--- config.mk ---
export PLATFORM = sky130hd
export DESIGN_NAME = c7bicu_resp
export DESIGN_NICKNAME = d
export VERILOG_FILES = /design/src/rtl/c7bicu_resp.sv
export SDC_FILE = /design/constraint.sdc
export NUM_CORES = 1
export LEC_CHECK = 0
export BUFFER_PORTS_ARGS = -buffer_cell sky130_fd_sc_hd__buf_2
export CAP_MARGIN = 5
export CORE_UTILIZATION = 43
export CTS_CLUSTER_SIZE = 12
export DETAILED_ROUTE_END_ITERATION = 7
export PLACE_DENSITY = 0.77
export SYNTH_ARGS = -nofsm -noshare
export SYNTH_HDL_FRONTEND = slang
export SYNTH_SLANG_ARGS = --single-unit
--- constraint.sdc ---
create_clock -name clk -period 2 [get_ports clk]
set_input_delay 0.2 -clock clk [delete_from_list [all_inputs] [get_ports clk]]
set_output_delay 0.2 -clock clk [all_outputs]
set_load 0.02 [all_outputs]
--- src/rtl/c7bicu_resp.sv ---
// I-cache responder for IFU fetches: ack, 64-bit block fetch over req/gnt/rvalid, 32-bit word return.
// Define C7BICU_LINEBUF_EN to add a one-entry block buffer that serves repeat fetches without memory traffic.
module c7bicu_resp #(
  parameter int ADDR_W = 32
) (
  input  logic              clk,
  input  logic              reset,
  input  logic              ifu_icu_req_ic1,
  input  logic [ADDR_W-1:0] ifu_icu_addr_ic1,
  output logic              icu_ifu_ack_ic1,
  output logic              icu_ifu_data_valid_ic2,
  output logic [31:0]       icu_ifu_data_ic2,
  input  logic              icu_inv,
  output logic              mem_req,
  output logic [ADDR_W-1:0] mem_addr,
  input  logic              mem_gnt,
  input  logic              mem_rvalid,
  input  logic [63:0]       mem_rdata,
  output logic [1:0]        fsm_state
);

  typedef enum logic [1:0] {
    S_IDLE  = 2'd0,
    S_MREQ  = 2'd1,
    S_MWAIT = 2'd2,
    S_RESP  = 2'd3
  } state_t;

  state_t              state;
  logic [ADDR_W-3:0]   addr_q;   // fetch address bits [ADDR_W-1:2]
  logic                hit;
  logic [31:0]         buf_word;
  logic                unused_addr_lsb;

  // valid/ready: ack pulses for one cycle when req is high and the responder is IDLE;
  // the address is taken on that cycle and exactly one data_valid pulse follows, in order.
  assign icu_ifu_ack_ic1 = ifu_icu_req_ic1 && (state == S_IDLE);
  assign mem_addr        = {addr_q[ADDR_W-3:1], 3'b000};
  assign fsm_state       = state;
  assign unused_addr_lsb = ^ifu_icu_addr_ic1[1:0];

`ifdef C7BICU_LINEBUF_EN
  logic              buf_valid;
  logic [ADDR_W-4:0] buf_tag;
  logic [63:0]       buf_data;

  assign hit      = buf_valid && (buf_tag == ifu_icu_addr_ic1[ADDR_W-1:3]);
  assign buf_word = ifu_icu_addr_ic1[2] ? buf_data[63:32] : buf_data[31:0];

  // A fill racing an invalidate keeps the data but leaves the entry invalid.
  always_ff @(posedge clk or posedge reset) begin
    if (reset) begin
      buf_valid <= 1'b0;
      buf_tag   <= '0;
      buf_data  <= '0;
    end else if ((state == S_MWAIT) && mem_rvalid) begin
      buf_valid <= !icu_inv;
      buf_tag   <= addr_q[ADDR_W-3:1];
      buf_data  <= mem_rdata;
    end else if (icu_inv) begin
      buf_valid <= 1'b0;
    end
  end
`else
  logic unused_inv;

  assign hit        = 1'b0;
  assign buf_word   = 32'd0;
  assign unused_inv = icu_inv;
`endif

  always_ff @(posedge clk or posedge reset) begin
    if (reset) begin
      state                  <= S_IDLE;
      addr_q                 <= '0;
      mem_req                <= 1'b0;
      icu_ifu_data_valid_ic2 <= 1'b0;
      icu_ifu_data_ic2       <= 32'd0;
    end else begin
      icu_ifu_data_valid_ic2 <= 1'b0;
      case (state)
        S_IDLE: begin
          if (ifu_icu_req_ic1) begin
            addr_q <= ifu_icu_addr_ic1[ADDR_W-1:2];
            if (hit) begin
              icu_ifu_data_ic2       <= buf_word;
              icu_ifu_data_valid_ic2 <= 1'b1;
              state                  <= S_RESP;
            end else begin
              mem_req <= 1'b1;
              state   <= S_MREQ;
            end
          end
        end
        S_MREQ: begin
          if (mem_gnt) begin
            mem_req <= 1'b0;
            state   <= S_MWAIT;
          end
        end
        S_MWAIT: begin
          if (mem_rvalid) begin
            icu_ifu_data_ic2       <= addr_q[0] ? mem_rdata[63:32] : mem_rdata[31:0];
            icu_ifu_data_valid_ic2 <= 1'b1;
            state                  <= S_RESP;
          end
        end
        S_RESP: begin
          state <= S_IDLE;
        end
        default: begin
          state <= S_IDLE;
        end
      endcase
    end
  end

endmodule
==> impl_summary.txt <==
----------------------------------------------------
[Run status]
  Result of the run ... finished clean

[Layout]
  Post-layout nets ... 501
  Share of layout cells above drive strength 1 ... 0.549
  # diodes ... 0
  Area added between synthesis and finish ... 28.5%

[GRT]
  Combined global-route utilization of all metal layers ... 0.161
  Wire length of the first global-routing pass ... 9.34 mm
  Largest net degree at the start of global routing ... 66
  Via count of the first global-routing pass ... 2081
  Aggregate global routing overflow ... 0
  Initial antenna violation count ... 0

[Clocking]
  Clock-pin slew on the worst setup and hold paths ... 0.07 ns
  Number of buffers on the longest clock path ... 2
  TritonCTS Sinks ... 66
  TritonCTS Buffers ... 9
  Clock root buffer ... clkbuf_8
  Clock tree from TritonCTS ... done
  Clock insertion delay at the later pin of the skew report ... 0.33 ns
  Number of levels the H-tree was split into ... 3

[Floorplan]
  Number of I/O pins ... 171
  Core ar. ... 7210 um2
  Effective utilization at floorplan ... 0.442
  Vertical die dimension ... 88.1 um
  Die X-Extent ... 88.1 um
  Std-Cell Rows ... 31
  DIE AREA ... 7760 um2

[STA]
  Maximum operating frequency ... 526 MHz
  Worst clock skew on the final layout ... 0.00819 ns
  Shortest period the worst path allows ... 1.90 ns
  Final-report setup violation count ... 0
  Final Hold Violating Endpoints ... 0
  Pins Over Slew Limit ... 0
  Setup TNS Final ... 0 ns
  Final worst path period share ... 0.951
  Worst hold margin ... 0.0938 ns
  RSZ-0062 raised after global routing ... no

[Synthesis]
  Synth cell types ... 22
  Cell taking the most area after synthesis ... dfrtp_1
  Warnings from Yosys ... 0
  Flops & latches, synth ... 66
  Mapped Area ... 3190 um2
  Biggest area contributors in the synthesized netlist ... dfrtp_1, mux2_4, mux2i_1
  Portion of synthesized cell area occupied by the leading cell type ... 0.518
  EDFF count, synth ... 0
  Mean area per synthesized cell ... 12.4 um2
  Proportion of synthesized chip area in sequential cells ... 0.518
  Post-synth top flop ... dfrtp_1
  Share of synthesized registers carrying an async set or reset ... 1.00
  Most used standard cell by instance count after synthesis ... dfrtp_1
  List of most frequent post-synthesis cells ... dfrtp_1, buf_4, a21oi_1, mux2i_1, nor2_1
  Cells after Synth ... 258

[Critical path]
  Crit path required time ... 1.80 ns
  Startpoint type of the worst setup path ... flop
  Worst path arrival time ... 1.70 ns
  Max FO, Critical Path ... 17
  Category of the most critical setup path ... reg -> out
  Critical Path End Type ... output pin

[Detailed routing]
  Post-detailed-route count of antenna-violating nets ... 0
  Vias per std cell ... 4.51
  Drt pass-1 iters ... 4
  Number of remaining DRC errors ... 0
  First DRT Iteration DRCs ... 69
  WL per Instance ... 12.5 um
  Wire length after detailed routing ... 6.24 mm
  Total number of vias ... 2256

[Placement]
  Routability congestion estimate from global placement ... 0.694
  Detailed placer's ending HPWL ... 4.79 mm
  IO buf count ... 164

[Hold path]
  Worst min path class ... in -> reg

[Job]
  Max-cap check violation count ... 0

[Power]
  Pwr per Cell Area ... 1690 nW/um2
  Worst ir drop on vdd ... 1.02 mV
  Leakage ... 2.19 nW
  Overall power ... 6.94 mW

----------------------------------------------------
registers in the layout, indices dropped and copies added, names as in the netlist:
register / count
icu_ifu_data_ic2: 32
addr_q: 30
fsm_state: 2
icu_ifu_data_valid_ic2: 1
mem_req: 1
layout by cell type (no fill, tap or decap):
cell	instances
nand2_2	1
nand2_1	1
ha_1	3
bufinv_16	1
nor2b_1	1
buf_2	164
inv_2	1
dfrtp_1	65
dlygate4sd3_1	1
mux2i_1	32
o21ai_0	1
and2_2	1
buf_12	4
clkinv_2	1
clkinvlp_4	1
clkinv_4	1
a22o_1	1
mux2_2	2
conb_1	3
inv_1	5
a221oi_2	1
a21oi_1	32
nand2b_1	1
nor2_1	32
clkbuf_8	10
dfrtp_2	1
clkbuf_1	2
o32a_1	1
buf_4	2
mux2_4	29
what timing repair did:
item                                   in CTS  in global routing
buffers inserted                            0                  0
gates resized for setup                     0                  0
endpoints found under the hold margin      66                  0
hold buffers                                1                  0
report_power, final:
group          leakage [nW]  internal [mW]  total [mW]  switching (mW)
combinational          1.34           1.58        3.48            1.90
clock                0.0966          0.611        1.08           0.473
sequential            0.753           2.01        2.38           0.365
logic make-up (layout without fill, tap and decap cells):
kind of cell,after synthesis,count (layout),share of synthesized area
flip-flops,66,66,0.518
AO/OA/AOI/OAI,36,36,0.0624
adder cells (fa/ha/maj),3,3,0.0118
AND/OR/NAND/NOR,37,37,0.0467
multiplexers,63,63,0.244
buffers and inverters,52,193,0.116
other,1,3,0.00118
worst max-delay path: stages, from the launching register on:
cell and delay, ns:
dfrtp_1 0.41, inv_1 0.09, ha_1 0.25, nand2_2 0.19, buf_12 0.21, inv_1 0.05, buf_2 0.15
area by class of cell:
class / count / area (um2)
fill: 624 / 3120
sequential: 66 / 1650
multi-input combinational: 142 / 1180
timing repair buffer: 171 / 926
clock buffer: 12 / 145
tap: 99 / 124
clock inverter: 4 / 51.3
inverter: 6 / 22.5
layer usage:
layer  part of all wire  GRT usage  vias to the layer above
li1                   -          -                     1114
met1               0.41      0.186                     1016
met2               0.46      0.276                      116
met3               0.10     0.0443                       10
met4              0.017     0.0792                        0
met5                  0          0                        -
path summary, 6_finish.rpt:
kind	from	to	slack (ns)	cells after the start
hold / removal	ifu_icu_addr_ic1[26]	addr_q[24]$_DFFE_PP0P_	0.09	2
hold reg to reg	addr_q[13]$_DFFE_PP0P_	addr_q[13]$_DFFE_PP0P_	0.51	1
min in group asynchronous	reset	icu_ifu_data_ic2[25]$_DFFE_PP0P_	0.50	4
setup reg to reg	fsm_state[0]$_DFFE_PP0P_	addr_q[9]$_DFFE_PP0P_	0.39	5
setup / recovery	fsm_state[0]$_DFFE_PP0P_	icu_ifu_ack_ic1	0.1	6
max in group asynchronous	reset	addr_q[0]$_DFFE_PP0P_	1.15	4
through the flow:
stage | setup WS, ns | instances | cell area (um2) | util
after global placement | 0.461 | 483 | 3890 | 0.539
after CTS | 0.0669 | 500 | 4100 | 0.568
after global routing | 0.0158 | 500 | 4100 | 0.568
after floorplan | 0.145 | 260 | 3200 | -
final | 0.0975 | 500 | 4100 | 0.568
after detailed placement | 0.403 | 483 | 3890 | 0.539
(Power assumes the default switching activity.)
